==> config.mk <==
export PLATFORM = sky130hd
export DESIGN_NAME = store_access_ctrl
export DESIGN_NICKNAME = d
export VERILOG_FILES = /design/src/rtl/store_access_ctrl.sv
export SDC_FILE = /design/constraint.sdc
export NUM_CORES = 1
export LEC_CHECK = 0
export ABC_AREA = 1
export CAP_MARGIN = 20
export CORE_MARGIN = 3
export CORE_UTILIZATION = 38
export CTS_BUF_LIST = sky130_fd_sc_hd__clkbuf_2 sky130_fd_sc_hd__clkbuf_4 sky130_fd_sc_hd__clkbuf_8
export DETAILED_ROUTE_END_ITERATION = 12
export PLACE_DENSITY = 0.87
export SYNTH_ARGS = -nofsm -noshare
export SYNTH_HDL_FRONTEND = slang
export SYNTH_SLANG_ARGS = --single-unit
==> constraint.sdc <==
create_clock -name clk -period 1.8 [get_ports clk]
set_input_delay 0.36 -clock clk [delete_from_list [all_inputs] [get_ports clk]]
set_output_delay 0.36 -clock clk [all_outputs]
set_load 0.05 [all_outputs]
==> src/rtl/store_access_ctrl.sv <==
// store_access_ctrl: sequences CPU stores to memory, using read-modify-write for sb/sh.
module store_access_ctrl (
  input  logic        clk,
  input  logic        reset,
  input  logic        st_req,
  input  logic [5:0]  st_opcode,
  input  logic [31:0] st_addr,
  input  logic [31:0] st_regword,
  output logic        st_ready,
  output logic        st_done,
  output logic        st_err,
  output logic        cpu_stall,
  output logic [5:0]  merge_opcode,
  output logic [31:0] merge_addr,
  output logic [31:0] merge_regword,
  output logic [31:0] merge_dataword,
  input  logic [31:0] merge_storedata,
  output logic [31:0] mem_address,
  output logic        mem_read,
  output logic        mem_write,
  output logic [31:0] mem_writedata,
  input  logic        mem_waitrequest,
  input  logic [31:0] mem_readdata
);
  typedef enum logic [2:0] {IDLE, RD_REQ, RD_WAIT, MERGE, WR_REQ, DONE} state_t;
  state_t state_q, state_d;
  logic [5:0] opcode_q, opcode_d;
  logic [31:0] addr_q, addr_d, regword_q, regword_d, dataword_q, dataword_d, writedata_q, writedata_d;
  logic err_q, err_d, is_sb, is_sh, is_sw, bad;
  assign is_sb = st_opcode == 6'b101000;
  assign is_sh = st_opcode == 6'b101001;
  assign is_sw = st_opcode == 6'b101011;
  assign bad = !(is_sb || (is_sh && !st_addr[0]) || (is_sw && st_addr[1:0] == 2'b00));
  always_comb begin
    state_d = state_q;
    opcode_d = opcode_q;
    addr_d = addr_q;
    regword_d = regword_q;
    dataword_d = dataword_q;
    writedata_d = writedata_q;
    err_d = err_q;
    case (state_q)
      IDLE: if (st_req) begin
        opcode_d = st_opcode;
        addr_d = st_addr;
        regword_d = st_regword;
        dataword_d = '0;
        err_d = bad;
        state_d = bad ? DONE : is_sw ? MERGE : RD_REQ;
      end
      RD_REQ: state_d = mem_waitrequest ? RD_REQ : RD_WAIT;
      RD_WAIT: begin
        dataword_d = mem_readdata;
        state_d = MERGE;
      end
      MERGE: begin
        writedata_d = merge_storedata;
        state_d = WR_REQ;
      end
      WR_REQ: state_d = mem_waitrequest ? WR_REQ : DONE;
      default: state_d = IDLE;
    endcase
  end
  always_ff @(posedge clk) begin
    if (reset) begin
      state_q <= IDLE;
      opcode_q <= '0;
      addr_q <= '0;
      regword_q <= '0;
      dataword_q <= '0;
      writedata_q <= '0;
      err_q <= 1'b0;
    end else begin
      state_q <= state_d;
      opcode_q <= opcode_d;
      addr_q <= addr_d;
      regword_q <= regword_d;
      dataword_q <= dataword_d;
      writedata_q <= writedata_d;
      err_q <= err_d;
    end
  end
  assign st_ready = state_q == IDLE;
  assign cpu_stall = state_q != IDLE;
  assign st_done = state_q == DONE;
  assign st_err = st_done && err_q;
  assign mem_read = state_q == RD_REQ;
  assign mem_write = state_q == WR_REQ;
  assign mem_address = {addr_q[31:2], 2'b00};
  assign mem_writedata = writedata_q;
  assign merge_opcode = opcode_q;
  assign merge_addr = addr_q;
  assign merge_regword = regword_q;
  assign merge_dataword = dataword_q;
endmodule

==> out/qor.yml, run 1 <==
critPathTopFamily: "flip-flops"
synth_cell_type_count: 21
clock_skew_ns: 0.0118
startpoint: "state_q[2]$_SDFFE_PP0P_"
cts_buffers: 17
holdCritPathClass: "flop to flop"
core_region_area_um2: 12900
synth_xor_area_frac: 0
fill_cells: 1136
synth_top_area_share: 0.541
ff2ff_setup_slack_ns: 0.30
die_h_um: 122
fp-row-count: 41
syn_area_per_cell_um2: 7.67
clk_latency_ns: 0.44
syn-cell-area_um2: 5100
clockRootBuffer: "clkbuf_8"
min-delay-start: "merge_opcode[1]$_SDFFE_PP0P_"
grt_use_total: 0.216
yosys.area_share.simple: 0.226
wire_per_inst_um: 14.8
crit_path_max_fanout: 3
synth.most_common_cell: "nor2_1"
ys_async_sr_fraction: 0
synth_flop_cell: "dfxtp_1"
whs_ns: 0.465
fin_crit_sh: 0.962
clock_sinks: 138
synthMuxAreaShare: 0
grt_pass1_vias: 5068
p_leak_nw: 3.74
synth-compound-area-share: 0.139
netlist_instances: 665
critPathMaxStageDelay_ns: 0.37
yosysWarningCount: 0
regArea_um2: 2770
drtAntennaViolNets: 0
antenna_found_initial: 0
drt_iter0_drc: 281
cts_tree: "yes"
yosysSeqAreaShare: 0.541
crit_chain: "buf_6 -> inv_4 -> nor3_4 -> and2_4 -> buf_12"
startpoint_type: "flop"
final_area_um2: 8290
run_status: "completed"
top_level_ports: 310
slew_violations: 0
viasPerCell: 4.72
dieArea_um2: 14900
fin_nets: 1074
multi_input_area_um2: 1910
wirelength_mm: 16.6
drc_errors: 0
diodes: 0
arrival_ns: 1.37
drive_gt1_frac: 0.251
rsz0062_at_grt: "true"
synth_top_family_by_area: "simple AND/OR/NAND/NOR gates"
critical_path_buf_inv_count: 3
synth_edf_count: 0
max_freq_mhz: 578
drt-pass1-iter-count: 6
maxCapViolCount: 0
die_w_um: 122
layoutNonFillerInstCount: 1121
synth-seq-cells: 138
synthAdderAreaFrac: 0
area_delta_synth_final_pct: 62.5
placed_cells: 1087
p_total_mw: 13.5
final_hold_viol_count: 0
period_needed_ns: 1.73
dp_hpwl_mm: 12.0
gp_congestion: 0.807
crit_required_ns: 1.44
critPathCaptureType: "output pin"
vias: 5292
port_buffers: 307
power.density_nw_per_um2: 1630
clockBufferDepth: 2
tns_ns: 0
grt_max_degree: 54
ys_top_cells_by_count: "nor2_1, dfxtp_1, o21ai_0, nand2_1, a21oi_1"
path_clk_slew_ns: 0.07
place_area_um2: 7820
h-tree-depth: 4
synth_top_cells_by_area: "dfxtp_1, nor2_1, o21ai_0, nand2_1, buf_4"
r2r-start: "state_q[2]$_SDFFE_PP0P_"
initial_core_util: 0.396
peakVddDrop_mv: 0.978
overflow: 0
grt_pass1_wl_mm: 25.2
critical_path_class: "flop to output pin"
synth_top_area_cell: "dfxtp_1"
setup-violations-final: 0
slowest_stage: "dfxtp_4"
==> final cells by class <==
cell class,instances,share of cell area
Tap cell,172,0.0260
Inverter,14,0.00724
Clock buffer,23,0.0374
Sequential cell,138,0.334
Multi-Input combinational cell,441,0.230
Timing Repair Buffer,324,0.352
Clock inverter,9,0.0136
==> cells by family after synthesis <==
family / Yosys count
compound gates: 142
buf+inv: 87
flops: 138
other cells: 1
simple gates: 297
==> flip-flops by register name (all words and copies together), names as in the netlist <==
name and count:
merge_addr 32, err_q 1, state_q 3, merge_dataword 32
merge_opcode 6, mem_writedata 32, merge_regword 32
==> stage by stage <==
stage | utilization | setup WS (ns)
6_report | 0.644 | 0.0693
5_1_grt | 0.644 | -0.0241
4_1_cts | 0.643 | -0.0233
3_5_place_dp | 0.607 | 0.0888
3_3_place_gp | 0.607 | 0.175
2_1_floorplan | - | 0.0412
==> metal layers <==
layer	routed length [µm]	vias to the layer above	GRT usage
met5	0	-	0
met4	482	0	0.0917
met3	1740	30	0.0826
met2	8190	247	0.376
met1	6210	2395	0.234
li1	-	2620	-
==> cell usage in the layout, fill, tap and decap left out, types with 4 or more instances in the layout <==
cell	n
inv_2	4
nand2_1	77
buf_12	11
dfxtp_1	135
a21oi_1	38
o21ai_0	103
clkdlybuf4s50_1	137
clkbuf_8	22
buf_4	175
nor2_1	210
clkinvlp_4	4
inv_1	7
==> worst paths after layout <==
kind                                                        to  cells after the start
worst max-delay path                                    st_err                      5
worst min-delay path              merge_opcode[1]$_SDFFE_PP0P_                      2
worst max register to register  mem_writedata[29]$_SDFFE_PP0N_                      6
worst min register to register    merge_opcode[1]$_SDFFE_PP0P_                      2
==> tightest hold or removal path: cells and delay by family, from the launching register on <==
| kind | cells | cell delay (ns) |
|---|---|---|
| AOI/OAI and AO/OA | 1 | 0.05 |
| DFF | 1 | 0.31 |
| and+or+nand+nor | 1 | 0.06 |
==> power breakdown <==
part	switching [mW]	internal, mW	total, mW	leakage [nW]
Combinational	4.70	2.09	6.79	2.41
Clock	1.18	1.43	2.61	0.204
Sequential	0.422	3.69	4.11	1.13
Total	6.30	7.22	13.5	3.74
==> repair_timing <==
item / CTS / global route
pin swaps: 2 / 2
gates resized for setup: 10 / 7
hold buffers: 0 / 0
setup buffers: 2 / 0
endpoints found under the setup margin: 4 / 4
Power figures use the tool's default switching activity.
==> run 2: changes to the inputs <==
- CTS_CLUSTER_SIZE: default -> 8
==> results of run 2 <==
No change in the layout: final DEF, timing and power equal those of run 1.
